File: src/rtl/packet_pkg.sv
// Shared definitions for the packet transmit path.
//   PACKET_BYTES : fixed packet length in bytes
//   ADDR_W       : byte index width
//   state_t      : arbiter FSM states
//   SRC_KEYX / SRC_VOICE : requester identifiers (bit position in req/grant/commit/sent)
package packet_pkg;

    localparam int unsigned PACKET_BYTES = 64;
    localparam int unsigned ADDR_W       = $clog2(PACKET_BYTES);

    typedef enum logic [1:0] {
        IDLE,
        FILL,
        LOAD,
        SEND
    } state_t;

    localparam logic SRC_KEYX  = 1'b0;
    localparam logic SRC_VOICE = 1'b1;

endpackage

File: src/rtl/packet_buffer.sv
// Single outgoing packet store: PACKET_BYTES x 8, one synchronous write port
// and one asynchronous read port. Contents are deliberately not reset.
//   clock   : write clock
//   we_i    : write enable
//   waddr_i : write byte index
//   wdata_i : write byte
//   raddr_i : read byte index
//   rdata_o : byte at raddr_i (combinational)
module packet_buffer
    import packet_pkg::*;
(
    input  logic              clock,
    input  logic              we_i,
    input  logic [ADDR_W-1:0] waddr_i,
    input  logic [7:0]        wdata_i,
    input  logic [ADDR_W-1:0] raddr_i,
    output logic [7:0]        rdata_o
);

    logic [7:0] mem_q [PACKET_BYTES];

    always_ff @(posedge clock) begin
        if (we_i) begin
            mem_q[waddr_i] <= wdata_i;
        end
    end

    assign rdata_o = mem_q[raddr_i];

endmodule

File: src/rtl/packet_tx_arbiter.sv
// Arbitrates ownership of the single packet buffer between the key-exchange
// sender (source 0) and the voice packetizer (source 1), then streams the
// committed packet bytewise to the link transmitter.
//   clock, reset           : rising-edge clock, asynchronous active-high reset
//   req[1:0]               : per-source ownership request (level)
//   grant[1:0]             : one-hot ownership
//   wr_index_x/wr_data_x/wr_en_x : per-source buffer write port
//   commit[1:0]            : per-source pulse, packet complete
//   tx_data/tx_valid/tx_ready/tx_last : byte stream to transmitter
//   sent[1:0]              : per-source pulse after last byte accepted
//   busy                   : FSM not idle
module packet_tx_arbiter
    import packet_pkg::*;
(
    input  logic              clock,
    input  logic              reset,
    input  logic [1:0]        req,
    output logic [1:0]        grant,
    input  logic [ADDR_W-1:0] wr_index_0,
    input  logic [ADDR_W-1:0] wr_index_1,
    input  logic [7:0]        wr_data_0,
    input  logic [7:0]        wr_data_1,
    input  logic              wr_en_0,
    input  logic              wr_en_1,
    input  logic [1:0]        commit,
    output logic [7:0]        tx_data,
    output logic              tx_valid,
    input  logic              tx_ready,
    output logic              tx_last,
    output logic [1:0]        sent,
    output logic              busy
);

    localparam logic [ADDR_W-1:0] LAST_IDX = ADDR_W'(PACKET_BYTES - 1);

    state_t            state_q, state_d;
    logic              owner_q, owner_d;
    logic              last_served_q, last_served_d;
    logic [ADDR_W-1:0] tx_idx_q, tx_idx_d;
    logic [7:0]        tx_data_q, tx_data_d;
    logic [1:0]        grant_q, grant_d;
    logic [1:0]        sent_q, sent_d;

    logic              buf_we;
    logic [ADDR_W-1:0] buf_waddr;
    logic [7:0]        buf_wdata;
    logic [ADDR_W-1:0] buf_raddr;
    logic [7:0]        buf_rdata;
    logic              is_last;

    assign is_last = (tx_idx_q == LAST_IDX);

    // Only the owner's port reaches the buffer, and only while filling.
    always_comb begin
        buf_we    = 1'b0;
        buf_waddr = wr_index_0;
        buf_wdata = wr_data_0;
        if (owner_q == SRC_VOICE) begin
            buf_waddr = wr_index_1;
            buf_wdata = wr_data_1;
        end
        if (state_q == FILL) begin
            buf_we = (owner_q == SRC_VOICE) ? wr_en_1 : wr_en_0;
        end
    end

    // Read port looks one byte ahead so tx_data can be reloaded on the
    // handshake edge; in LOAD it points at byte 0.
    assign buf_raddr = (state_q == SEND) ? tx_idx_q + 1'b1 : '0;

    packet_buffer u_buffer (
        .clock   (clock),
        .we_i    (buf_we),
        .waddr_i (buf_waddr),
        .wdata_i (buf_wdata),
        .raddr_i (buf_raddr),
        .rdata_o (buf_rdata)
    );

    always_comb begin
        state_d       = state_q;
        owner_d       = owner_q;
        last_served_d = last_served_q;
        tx_idx_d      = tx_idx_q;
        tx_data_d     = tx_data_q;
        grant_d       = grant_q;
        sent_d        = '0;

        case (state_q)
            IDLE: begin
                if (|req) begin
                    if (req == 2'b11) begin
                        owner_d = ~last_served_q;
                    end else begin
                        owner_d = req[1] ? SRC_VOICE : SRC_KEYX;
                    end
                    grant_d = (owner_d == SRC_VOICE) ? 2'b10 : 2'b01;
                    state_d = FILL;
                end
            end
            FILL: begin
                // Commit takes precedence over a simultaneous req drop.
                if (commit[owner_q]) begin
                    state_d = LOAD;
                end else if (!req[owner_q]) begin
                    grant_d = '0;
                    state_d = IDLE;
                end
            end
            LOAD: begin
                tx_data_d = buf_rdata;
                tx_idx_d  = '0;
                state_d   = SEND;
            end
            SEND: begin
                if (tx_ready) begin
                    if (is_last) begin
                        sent_d        = grant_q;
                        last_served_d = owner_q;
                        grant_d       = '0;
                        state_d       = IDLE;
                    end else begin
                        tx_idx_d  = tx_idx_q + 1'b1;
                        tx_data_d = buf_rdata;
                    end
                end
            end
            default: begin
                state_d = IDLE;
            end
        endcase
    end

    always_ff @(posedge clock or posedge reset) begin
        if (reset) begin
            state_q       <= IDLE;
            owner_q       <= SRC_KEYX;
            last_served_q <= SRC_VOICE;
            tx_idx_q      <= '0;
            tx_data_q     <= '0;
            grant_q       <= '0;
            sent_q        <= '0;
        end else begin
            state_q       <= state_d;
            owner_q       <= owner_d;
            last_served_q <= last_served_d;
            tx_idx_q      <= tx_idx_d;
            tx_data_q     <= tx_data_d;
            grant_q       <= grant_d;
            sent_q        <= sent_d;
        end
    end

    assign grant    = grant_q;
    assign tx_data  = tx_data_q;
    assign tx_valid = (state_q == SEND);
    assign tx_last  = (state_q == SEND) && is_last;
    assign sent     = sent_q;
    assign busy     = (state_q != IDLE);

endmodule

File: config.mk
export PLATFORM = sky130hd
export DESIGN_NAME = packet_tx_arbiter
export DESIGN_NICKNAME = d
export VERILOG_FILES = /design/src/rtl/packet_pkg.sv /design/src/rtl/packet_buffer.sv /design/src/rtl/packet_tx_arbiter.sv
export SDC_FILE = /design/constraint.sdc
export NUM_CORES = 1
export LEC_CHECK = 0
export BUFFER_PORTS_ARGS = -buffer_cell sky130_fd_sc_hd__buf_2
export CAP_MARGIN = 20
export CELL_PAD_IN_SITES_DETAIL_PLACEMENT = 2
export CELL_PAD_IN_SITES_GLOBAL_PLACEMENT = 2
export CORE_MARGIN = 4
export CORE_UTILIZATION = 40
export CTS_CLUSTER_DIAMETER = 80
export CTS_CLUSTER_SIZE = 25
export DETAILED_ROUTE_END_ITERATION = 12
export PLACE_DENSITY_LB_ADDON = 0.25
export SLEW_MARGIN = 20
export SYNTH_ARGS = -nofsm -noshare
export SYNTH_HDL_FRONTEND = slang
export SYNTH_HIERARCHICAL = 1
export SYNTH_SLANG_ARGS = --single-unit
export TNS_END_PERCENT = 1
File: constraint.sdc
create_clock -name clock -period 3.1 [get_ports clock]
set_input_delay 0.465 -clock clock [delete_from_list [all_inputs] [get_ports clock]]
set_output_delay 0.465 -clock clock [all_outputs]
set_load 0.01 [all_outputs]
==> impl_metrics.yaml <==
run_status:
  run_status: "finished, violations left"
  violations: "setup timing"
floorplanning:
  initial_utilization_pct: 40.5
  io_pins: 52
  core_mm2: 0.0527
  fp.dieH_um: 239
  die_x_um: 239
  die_area_mm2: 0.0570
  row_count: 84
finish:
  design_area_mm2: 0.0245
  areaGrowthSynthToFinish_pct: 15.1
  final_nets: 1261
  utilization_pct: 46.6
  drive_gt1_share_pct: 34.1
worst_hold_path:
  min_from: "req[0]"
  min_to: "owner_q$_DFFE_PP0P_"
  holdPathStages: 2
  hold_path.class: "in -> reg"
clocking:
  path_clk_slew_ps: 90
  clock_path_buffers: 3
  clock-sinks: 534
  cts_root_buf: "clkbuf_16"
  h-tree-depth: 1
  cts_buffers: 30
  clk-insertion-delay-late_ps: 610
  cts_tree: "done"
critical_path:
  crit_path_end_kind: "flip-flop"
  reg2reg_depth: 8
  arrival_ps: 3640
  worstReg2RegStart: "tx_idx_q[1]$_DFFE_PP0P_"
  startpoint_type: "flip-flop"
  rrSetupSlack_ps: -40
  critical_path_class: "reg -> reg"
  worstPathMaxFanout: 14
  r2r_end: "tx_data[5]$_DFFE_PP0P_"
  cp.required_ps: 3600
route:
  vias: 11209
  ant_nets: 0
  post-route-drc-count: 0
  drt_iter0_markers: 1112
  drt_pre_antenna_iters: 5
  via_per_inst: 5.80
  wl_um: 61400
  wire_per_inst_um: 31.8
job:
  cap_viol_max_count: 0
synthesis:
  postSynthCellCount: 1055
  syn_nets: 1093
  synth.area.top_cells: "edfxtp_1, mux4_2, dfrtp_1"
  synth-edff-count: 512
  synth.top_cell.area_share_pct: 72.2
  synth_area_mm2: 0.0213
  yosys_warnings: 6
  synth-main-ff-cell: "edfxtp_1"
  ys_seq_elements: 534
  syn_avg_cell_area_um2: 20.2
  yosysTopAreaCell: "edfxtp_1"
  ys_types: 55
  async_reset_ff_share_pct: 4.12
  ys_seq_area_share_pct: 74.8
power:
  power_mw: 20.9
  p_leak_nw: 7.86
  ir_drop_mv: 0.432
  p_per_area_mw_per_mm2: 851
sta:
  rsz0062_at_grt: "yes"
  fmaxAchievable_mhz: 318
  skew_ps: 22.4
  finalSetupViolCount: 1
  finalWorstSetupSlack_ps: -40.4
  slew_violations: 0
  slew_headroom_pct: 28.9
  period_needed_ps: 3140
  worst_pin_slew_ps: 1070
  hold_violations: 0
  fin_crit_sh_pct: 101
global_routing:
  antenna_found_initial: 3
  grt_max_degree: 65
  grt-ovfl-total: 0
  grt_pass1_wl_um: 88000
  track_usage_pct: 21.0
  grt_pass1_vias: 12259
placed_design:
  routabilityCongestion: 0.770
  place_area_mm2: 0.0232
  hpwl_um: 39300
  port_buffers: 51
  place_worst_setup_slack_ps: -76.9
-- report_power, final --
| group | switching (mW) | internal [mW] | leakage, nW |
|---|---|---|---|
| registers | 0.162 | 8.06 | 4.87 |
| clock network | 2.50 | 2.03 | 0.495 |
| logic | 4.24 | 3.88 | 2.49 |
-- critical path, cell delays in order (launching register included) --
cell	delay [ps]
dfrtp_1	470
ha_1	370
and3_4	250
buf_12	190
buf_4	290
mux4_2	370
a2111oi_0	650
o41ai_1	150
mux2_2	280
-- layout by cell type, fill, tap and decap left out, types with 4 or more instances in the layout --
cell,netlist,layout
inv_8,0,4
dfrtp_1,21,20
inv_1,7,7
clkbuf_16,0,35
edfxtp_1,512,512
nor2_4,0,4
o21ai_0,4,4
a221oi_1,6,5
mux4_2,126,126
o2bb2ai_1,4,4
o221ai_1,9,9
o22ai_1,10,9
nand4_1,4,4
buf_12,2,14
nor2b_1,16,16
nand3_1,16,14
mux2i_1,26,26
nand2b_1,8,7
a21oi_1,7,7
buf_6,4,4
nor2_1,97,93
nor3_1,8,6
buf_2,13,51
mux2_2,38,36
nand2_1,28,28
buf_4,13,115
a211oi_1,5,5
-- worst max-delay path by stage --
stage                              to                    start  depth (start not counted)  slack (ps)
2_1_floorplan  tx_data[3]$_DFFE_PP0P_                flip-flop                         10         300
3_3_place_gp   tx_data[6]$_DFFE_PP0P_  tx_idx_q[0]$_DFFE_PP0P_                         10           3
3_5_place_dp   tx_data[6]$_DFFE_PP0P_  tx_idx_q[0]$_DFFE_PP0P_                         10         -80
4_1_cts        tx_data[7]$_DFFE_PP0P_  tx_idx_q[0]$_DFFE_PP0P_                         10         -50
5_1_grt        tx_data[5]$_DFFE_PP0P_  tx_idx_q[1]$_DFFE_PP0P_                          8        -260
6_report       tx_data[5]$_DFFE_PP0P_  tx_idx_q[1]$_DFFE_PP0P_                          8         -40
-- sequential cells by signal (all words and copies together) (netlist names), named ones only --
signal,count
grant,2
sent,2
state_q,1
u_buffer/mem_q,512
tx_data,8
owner_q,1
last_served_q,1
tx_idx_q,6
-- metrics by stage --
step	hold WS [ps]	setup TNS (ps)	instances
4_1_cts	146	-48.5	1919
6_report	182	-40.4	1932
5_1_grt	167	-429	1931
2_1_floorplan	453	0	1055
3_3_place_gp	508	0	1865
3_5_place_dp	515	-84.4	1866
-- synthesized netlist by cell type, types with 2 or more instances --
cell type and number:
a22oi_1 3, buf_4 13, nor2b_1 16, buf_1 5
mux2i_1 26, buf_12 2, o41ai_1 3, nand3b_1 3
o32ai_1 2, a21oi_1 7, nor2_1 97, edfxtp_1 512
o2bb2ai_1 4, o22ai_1 10, a221oi_1 6, buf_2 13
nand3_1 16, and2_1 3, xor2_1 2, o21ai_0 4
inv_1 7, o221a_2 2, o221ai_1 9, buf_6 4
a2111oi_0 2, o21a_1 2, dfrtp_1 21, o21ai_1 2
mux4_2 126, nand4_1 4, o2111ai_1 3, a211oi_1 5
nand2b_1 8, xnor2_1 2, clkbuf_1 18, mux2_2 38
nor4_1 2, nand2_1 28, a31oi_1 2, nor3_1 8
-- kinds of logic (layout without fill, tap and decap cells) --
group / after synthesis / after routing / share of synthesized area, %
adder cells (fa/ha/maj): 1 / 1 / 0.0587
XOR/XNOR: 4 / 4 / 0.164
other: 0 / 1 / 0
multiplexers: 190 / 190 / 16.6
flip-flops: 534 / 534 / 74.8
AND/OR/NAND/NOR: 190 / 190 / 4.04
buffers and inverters: 62 / 250 / 1.69
AO/OA/AOI/OAI: 74 / 74 / 2.73
-- layer usage --
layer  up-vias  wire, µm  global-route usage (%)
met1      6149     26400                    30.0
met3        68      3260                    2.50
met4         0      1250                    4.40
met5         -         0                       0
li1       4655         -                       -
met2       337     30600                    35.3
-- what timing repair did --
item	4_1_cts	5_1_grt
pin swaps	0	2
endpoints found under the setup margin	4	54
endpoints found under the hold margin	8	0
gates cloned	0	4
resized for setup	3	11
buffers inserted	0	8
hold buffers	1	0
-- layout make-up --
cell class                 instances  area, µm²
sequential                       534      15900
tap                              688        861
clock inverter                    17        203
timing repair buffer             191       1610
fill                            4721      28100
inverter                           7       26.3
antenna                            1       2.50
multi-input combinational        459       5090
clock buffer                      35        801
No activity file was read; power rests on OpenSTA's default activity.
